**config.mk**
```make
export PLATFORM = sky130hd
export DESIGN_NAME = uart_rx_fifo_flat
export DESIGN_NICKNAME = d
export VERILOG_FILES = /design/src/rtl/uart_rx_fifo_if.sv /design/src/rtl/uart_rx_fifo.sv /design/src/flat_wrapper.sv
export SDC_FILE = /design/constraint.sdc
export NUM_CORES = 1
export LEC_CHECK = 0
export CELL_PAD_IN_SITES_DETAIL_PLACEMENT = 0
export CELL_PAD_IN_SITES_GLOBAL_PLACEMENT = 1
export CORE_UTILIZATION = 44
export CTS_CLUSTER_SIZE = 10
export DETAILED_ROUTE_END_ITERATION = 8
export PLACE_DENSITY_LB_ADDON = 0.1
export RECOVER_POWER = 25
export SLEW_MARGIN = 40
export SYNTH_ARGS = -nofsm -noshare
export SYNTH_HDL_FRONTEND = slang
export SYNTH_SLANG_ARGS = --single-unit
```
**constraint.sdc**
```tcl
create_clock -name CLK_50M -period 3.3 [get_ports CLK_50M]
set_input_delay 0.99 -clock CLK_50M [delete_from_list [all_inputs] [get_ports CLK_50M]]
set_output_delay 0.99 -clock CLK_50M [all_outputs]
set_load 0.005 [all_outputs]
```
**src/rtl/uart_rx_fifo_if.sv**
```systemverilog
// Byte-stream bus between the UART receiver, the receive FIFO and its consumer.
interface uart_rx_fifo_if #(
  parameter int unsigned DEPTH_LOG2 = 4
);
  logic [7:0]            R_Data;
  logic                  Data_ready;
  logic                  rd_en;
  logic [7:0]            rd_data;
  logic                  rd_valid;
  logic [DEPTH_LOG2:0]   fifo_count;
  logic                  fifo_full;
  logic                  ovf;
  logic                  ovf_clr;
  logic                  eol_pulse;
  logic [DEPTH_LOG2:0]   line_count;
  logic                  line_avail;

  modport master (
    output R_Data, Data_ready, rd_en, ovf_clr,
    input  rd_data, rd_valid, fifo_count, fifo_full, ovf, eol_pulse, line_count, line_avail
  );

  modport slave (
    input  R_Data, Data_ready, rd_en, ovf_clr,
    output rd_data, rd_valid, fifo_count, fifo_full, ovf, eol_pulse, line_count, line_avail
  );
endinterface

```
**src/rtl/uart_rx_fifo.sv**
```systemverilog
// First-word-fall-through receive FIFO behind the UART receiver, with
// overflow flag and complete-line tracking.
module uart_rx_fifo #(
  parameter int unsigned DEPTH_LOG2 = 4,
  parameter logic [7:0]  EOL_CHAR   = 8'h0D
) (
  input  logic           CLK_50M,
  input  logic           FPGA_RST,
  uart_rx_fifo_if.slave  bus
);
  localparam int unsigned DEPTH = 1 << DEPTH_LOG2;
  localparam int unsigned PW    = DEPTH_LOG2 + 1;

  logic [7:0]    mem [DEPTH];
  logic [PW-1:0] wr_ptr, rd_ptr, wr_ptr_n, rd_ptr_n;
  logic [PW-1:0] line_cnt;
  logic [7:0]    head_q, head_n;
  logic          data_ready_q;
  logic          ovf_q, eol_q;
  logic          full, empty;
  logic          wr_req, rd_pop, wr_acc, wr_drop, eol_in, eol_out;

  assign empty = (wr_ptr == rd_ptr);
  assign full  = (wr_ptr[PW-1] != rd_ptr[PW-1]) &&
                 (wr_ptr[PW-2:0] == rd_ptr[PW-2:0]);

  // Write/pop qualification
  always_comb begin
    wr_req   = bus.Data_ready & ~data_ready_q;
    rd_pop   = bus.rd_en & ~empty;
    wr_acc   = wr_req & (~full | rd_pop);
    wr_drop  = wr_req & full & ~rd_pop;
    eol_in   = wr_acc & (bus.R_Data == EOL_CHAR);
    eol_out  = rd_pop & (head_q == EOL_CHAR);
    rd_ptr_n = rd_pop ? rd_ptr + PW'(1) : rd_ptr;
    wr_ptr_n = wr_acc ? wr_ptr + PW'(1) : wr_ptr;
    // A write landing on the next head slot bypasses the memory read.
    if (wr_acc && (rd_ptr_n == wr_ptr)) head_n = bus.R_Data;
    else                                head_n = mem[rd_ptr_n[PW-2:0]];
  end

  always_ff @(posedge CLK_50M) begin
    if (wr_acc) mem[wr_ptr[PW-2:0]] <= bus.R_Data;
  end

  always_ff @(posedge CLK_50M) begin
    if (FPGA_RST) begin
      wr_ptr       <= '0;
      rd_ptr       <= '0;
      head_q       <= 8'h00;
      data_ready_q <= 1'b0;
      ovf_q        <= 1'b0;
      eol_q        <= 1'b0;
      line_cnt     <= '0;
    end else begin
      wr_ptr       <= wr_ptr_n;
      rd_ptr       <= rd_ptr_n;
      head_q       <= head_n;
      data_ready_q <= bus.Data_ready;
      eol_q        <= eol_in;
      if (wr_drop)          ovf_q <= 1'b1;
      else if (bus.ovf_clr) ovf_q <= 1'b0;
      if (eol_in && !eol_out)      line_cnt <= line_cnt + PW'(1);
      else if (!eol_in && eol_out) line_cnt <= line_cnt - PW'(1);
    end
  end

  assign bus.rd_data    = head_q;
  assign bus.rd_valid   = ~empty;
  assign bus.fifo_count = wr_ptr - rd_ptr;
  assign bus.fifo_full  = full;
  assign bus.ovf        = ovf_q;
  assign bus.eol_pulse  = eol_q;
  assign bus.line_count = line_cnt;
  assign bus.line_avail = (line_cnt != '0);
endmodule
```
**src/flat_wrapper.sv**
```systemverilog
// flat-port wrapper written by rule: the top's interface ports become plain ports
module uart_rx_fifo_flat 
#(
  parameter int unsigned DEPTH_LOG2 = 4,
  parameter logic [7:0]  EOL_CHAR   = 8'h0D
)
  (CLK_50M, FPGA_RST, bus_R_Data, bus_Data_ready, bus_rd_en, bus_ovf_clr, bus_rd_data, bus_rd_valid, bus_fifo_count, bus_fifo_full, bus_ovf, bus_eol_pulse, bus_line_count, bus_line_avail);
  uart_rx_fifo_if #(.DEPTH_LOG2(DEPTH_LOG2)) bus_i ();
  input  logic CLK_50M;
  input  logic FPGA_RST;
  input wire logic [$bits(bus_i.R_Data)-1:0] bus_R_Data;
  input wire logic [$bits(bus_i.Data_ready)-1:0] bus_Data_ready;
  input wire logic [$bits(bus_i.rd_en)-1:0] bus_rd_en;
  input wire logic [$bits(bus_i.ovf_clr)-1:0] bus_ovf_clr;
  output wire logic [$bits(bus_i.rd_data)-1:0] bus_rd_data;
  output wire logic [$bits(bus_i.rd_valid)-1:0] bus_rd_valid;
  output wire logic [$bits(bus_i.fifo_count)-1:0] bus_fifo_count;
  output wire logic [$bits(bus_i.fifo_full)-1:0] bus_fifo_full;
  output wire logic [$bits(bus_i.ovf)-1:0] bus_ovf;
  output wire logic [$bits(bus_i.eol_pulse)-1:0] bus_eol_pulse;
  output wire logic [$bits(bus_i.line_count)-1:0] bus_line_count;
  output wire logic [$bits(bus_i.line_avail)-1:0] bus_line_avail;
  assign bus_i.R_Data = bus_R_Data;
  assign bus_i.Data_ready = bus_Data_ready;
  assign bus_i.rd_en = bus_rd_en;
  assign bus_i.ovf_clr = bus_ovf_clr;
  assign bus_rd_data = bus_i.rd_data;
  assign bus_rd_valid = bus_i.rd_valid;
  assign bus_fifo_count = bus_i.fifo_count;
  assign bus_fifo_full = bus_i.fifo_full;
  assign bus_ovf = bus_i.ovf;
  assign bus_eol_pulse = bus_i.eol_pulse;
  assign bus_line_count = bus_i.line_count;
  assign bus_line_avail = bus_i.line_avail;
  uart_rx_fifo #(.DEPTH_LOG2(DEPTH_LOG2), .EOL_CHAR(EOL_CHAR)) u_core (.CLK_50M(CLK_50M), .FPGA_RST(FPGA_RST), .bus(bus_i));
endmodule
```
==> load_flow_metrics.sql <==
INSERT INTO impl_metrics (metric_group, metric, value, unit) VALUES
('outcome', 'run_status', 'finished, violations left', ''),
('outcome', 'failed_checks', 'DRC', ''),
('logic_synthesis', 'ys.warnings.count', '0', ''),
('sta', 'hold_violations', '0', ''),
('detailed_routing', 'wl', '17.3', 'mm'),
('logic_synthesis', 'synthesis.instances', '529', ''),
('critical_path', 'wp_data_required', '3650', 'ps'),
('critical_path', 'critical_path_s_top_delay_family', 'simple AND/OR/NAND/NOR gates', ''),
('placement', 'numPlacedInstances', '795', ''),
('final_layout', 'final_area', '8420', 'µm²'),
('global_routing', 'grt_first_pass_wirelength', '26.9', 'mm'),
('floorplan', 'core_area', '14600', 'µm²'),
('pwr', 'power_density_over_the_cells', '629', 'nW/µm²'),
('sta', 'final_max_slew_viol_count', '0', ''),
('global_routing', 'gr-total-overflow', '0', ''),
('placement', 'finalWeightedCongestion', '0.799', ''),
('logic_synthesis', 'synthMostInstantiatedCell', 'sky130_fd_sc_hd__edfxtp_1', ''),
('logic_synthesis', 'synthTopCellsByCount', 'sky130_fd_sc_hd__edfxtp_1 (128), sky130_fd_sc_hd__nand2_1 (91), sky130_fd_sc_hd__nand3_1 (40)', ''),
('logic_synthesis', 'synth.largest_area_cell', 'sky130_fd_sc_hd__edfxtp_1', ''),
('floorplan', 'die_width', '125', 'µm'),
('logic_synthesis', 'synth.distinct_cells', '47', ''),
('logic_synthesis', 'syn_nets', '557', ''),
('logic_synthesis', 'synth_enable_flop_cells', '128', ''),
('critical_path', 'cp_cell_sequence', 'clkdlybuf4s50_1 > nor3_1 > buf_4 > nor3b_4 > and3_4 > ha_4 > inv_2 > fa_2 > a21o_1 > a21oi_2 > xnor2_1 > or3_1 > a21oi_1', ''),
('hold_path', 'min_path_type', 'reg -> reg', ''),
('global_routing', 'grt_max_degree', '30', ''),
('pwr', 'power.clock.fraction', '33.6', '%'),
('final_layout', 'number_of_fillers_in_the_final_layout', '1200', ''),
('pwr', 'power_internal', '3800', 'µW'),
('job', 'timing.max_cap.violations', '0', ''),
('final_layout', 'design.final.nets', '659', ''),
('pwr', 'share_seq_of_total_power', '41.3', '%'),
('placement', 'placement.cell_area', '7830', 'µm²'),
('pwr', 'logic_gate_share_of_total_power', '25.1', '%'),
('clock_tree', 'clockBufferDepth', '2', ''),
('final_layout', 'finalNonFillerCells', '828', ''),
('critical_path', 'timing.critical_path.fanout_max', '4', ''),
('clock_tree', 'cts.clk_slew.worst_paths', '60', 'ps'),
('clock_tree', 'cts_htree_levels', '4', ''),
('floorplan', 'std_cell_rows', '44', ''),
('global_routing', 'grt_antenna_before_repair', '0', ''),
('detailed_routing', 'remaining_drc_errors', '2', ''),
('detailed_routing', 'drt-wirelength-per-cell', '20.9', 'µm'),
('critical_path', 'cp.arrival', '3510', 'ps'),
('clock_tree', 'worst_skew_pair.late_latency', '420', 'ps'),
('global_routing', 'track_usage', '23.6', '%'),
('floorplan', 'boundaryPins', '36', ''),
('logic_synthesis', 'proportion_of_netlist_area_held_by_the_largest_area_contributor', '57.6', '%'),
('pwr', 'power_switching', '1490', 'µW'),
('placement', 'detailedPlacementHpwl', '11.8', 'mm'),
('sta', 'fin_skew', '8.59', 'ps'),
('detailed_routing', 'ant_nets', '0', ''),
('floorplan', 'start_util', '45.6', '%'),
('clock_tree', 'ctsRootBufferMaster', 'sky130_fd_sc_hd__clkbuf_16', ''),
('critical_path', 'critical-path-slowest-cell', 'sky130_fd_sc_hd__clkdlybuf4s50_1', ''),
('logic_synthesis', 'synth-main-ff-cell', 'sky130_fd_sc_hd__edfxtp_1', ''),
('final_layout', 'num_antenna_cells', '0', ''),
('critical_path', 'timing_worst_setup_path_type', 'in -> reg', ''),
('pwr', 'p_leak', '0.00298', 'µW'),
('sta', 'rsz0062_at_grt', 'no', ''),
('sta', 'max_slew.worst_pin.slew', '998', 'ps'),
('final_layout', 'drive_above_1_share', '20.7', '%'),
('logic_synthesis', 'synth_sequential_area_ratio', '65.4', '%'),
('detailed_routing', 'detailedRoute.firstIterationViolations', '521', ''),
('pwr', 'netSwitchingFraction', '28.2', '%'),
('pwr', 'peakVddDrop', '0.457', 'mV'),
('clock_tree', 'numCtsBuffers', '17', ''),
('pwr', 'total_power_consumption', '5300', 'µW'),
('floorplan', 'fp.dieArea', '15700', 'µm²'),
('global_routing', 'grt_pass1_vias', '4676', ''),
('logic_synthesis', 'mappedNetlistArea', '6680', 'µm²');
## layer usage
metal  global-route usage [%]  vias up  share of wire (%)
met5                        0        -                  0
met4                     7.03        0                2.0
met3                     4.54       20                5.6
met2                     39.3      142                 48
met1                     31.4     2320                 44
li1                         -     2190                  -
## layout make-up
class                   instances  area (µm²)  share of cell area (%)
clock buffers                  19         433                    5.14
repair buffers                110         993                    11.8
flip-flops and latches        154        4370                    51.9
well taps                     184         230                    2.74
multi-input cells             337        2250                    26.7
inverters                      11        45.0                   0.535
clock inverters                13         104                    1.23
## worst min-delay path, cell delays in order, from the launching register on
cell and delay [ps]:
sky130_fd_sc_hd__dfxtp_1 310, sky130_fd_sc_hd__nand2b_1 70, sky130_fd_sc_hd__a21oi_1 60
## worst paths after layout
check	start	to	slack [ps]	cells past startpoint
setup / recovery	bus_rd_en	u_core.bus.line_count[4]$_SDFFE_PP0P_	140	13
hold / removal	u_core.bus.ovf$_SDFFE_PP0P_	u_core.bus.ovf$_SDFFE_PP0P_	490	2
setup reg to reg	u_core.rd_ptr[3]$_SDFF_PP0_	u_core.bus.rd_data[4]$_SDFF_PP0_	230	12
hold reg to reg	u_core.bus.ovf$_SDFFE_PP0P_	u_core.bus.ovf$_SDFFE_PP0P_	490	2
## registers in the layout, indices dropped and copies added (netlist names)
| register | count |
|---|---|
| u_core.bus.eol_pulse | 1 |
| u_core.rd_ptr | 5 |
| u_core.bus.rd_data | 8 |
| u_core.mem | 128 |
| u_core.data_ready_q | 1 |
| u_core.bus.ovf | 1 |
| u_core.bus.line_count | 5 |
| u_core.wr_ptr | 5 |
## timing repair
item,in CTS,in global routing
buffers inserted,1,0
resized for setup,6,8
pin swaps,0,3
hold buffers,0,0
endpoints found under the setup margin,2,6
## per-stage QoR
step                      util [%]  setup TNS [ps]  setup WS [ps]  hold slack [ps]
final                         57.5               0            141              493
after global routing          57.5               0           5.25              528
after CTS                     57.3               0           9.54              510
after detailed placement      53.5           -1340           -434              501
after global placement        53.4           -1610           -350              472
after floorplan                  -               0           25.2              466
## power by group through the flow
stage / combinational, µW / clock (µW) / sequential [µW]
floorplan: 655 / 0 / 2230
global placement: 1310 / 0 / 2230
detailed placement: 1330 / 0 / 2230
CTS: 1340 / 1800 / 2190
global route: 1440 / 1870 / 2190
finish: 1330 / 1780 / 2190
## cell usage in the layout, fill, tap and decap left out, types with 5 or more instances in the layout
master / n
sky130_fd_sc_hd__dfxtp_1: 25
sky130_fd_sc_hd__o221ai_1: 22
sky130_fd_sc_hd__nand2_1: 91
sky130_fd_sc_hd__xnor2_1: 15
sky130_fd_sc_hd__inv_1: 9
sky130_fd_sc_hd__a31oi_1: 18
sky130_fd_sc_hd__clkbuf_16: 17
sky130_fd_sc_hd__buf_4: 62
sky130_fd_sc_hd__xor2_1: 6
sky130_fd_sc_hd__nor3_1: 7
sky130_fd_sc_hd__ha_1: 9
sky130_fd_sc_hd__nand3_1: 40
sky130_fd_sc_hd__a311oi_1: 5
sky130_fd_sc_hd__edfxtp_1: 128
sky130_fd_sc_hd__clkbuf_1: 7
sky130_fd_sc_hd__buf_12: 8
sky130_fd_sc_hd__o21ai_0: 9
sky130_fd_sc_hd__a21oi_1: 5
sky130_fd_sc_hd__nor2_1: 39
sky130_fd_sc_hd__o22ai_1: 7
sky130_fd_sc_hd__clkdlybuf4s50_1: 30
## cell families (layout without fill, tap and decap cells)
logic type,Yosys count,count (layout),share of synthesized area [%]
DFF,154,154,65.4
muxes,11,11,2.53
AOI/OAI and AO/OA,83,83,9.24
and+or+nand+nor,202,202,13.5
buffers and inverters,38,153,2.44
adders and majority gates,15,15,3.04
xor gates and xnor gates,26,26,3.86
(Power assumes the default switching activity.)
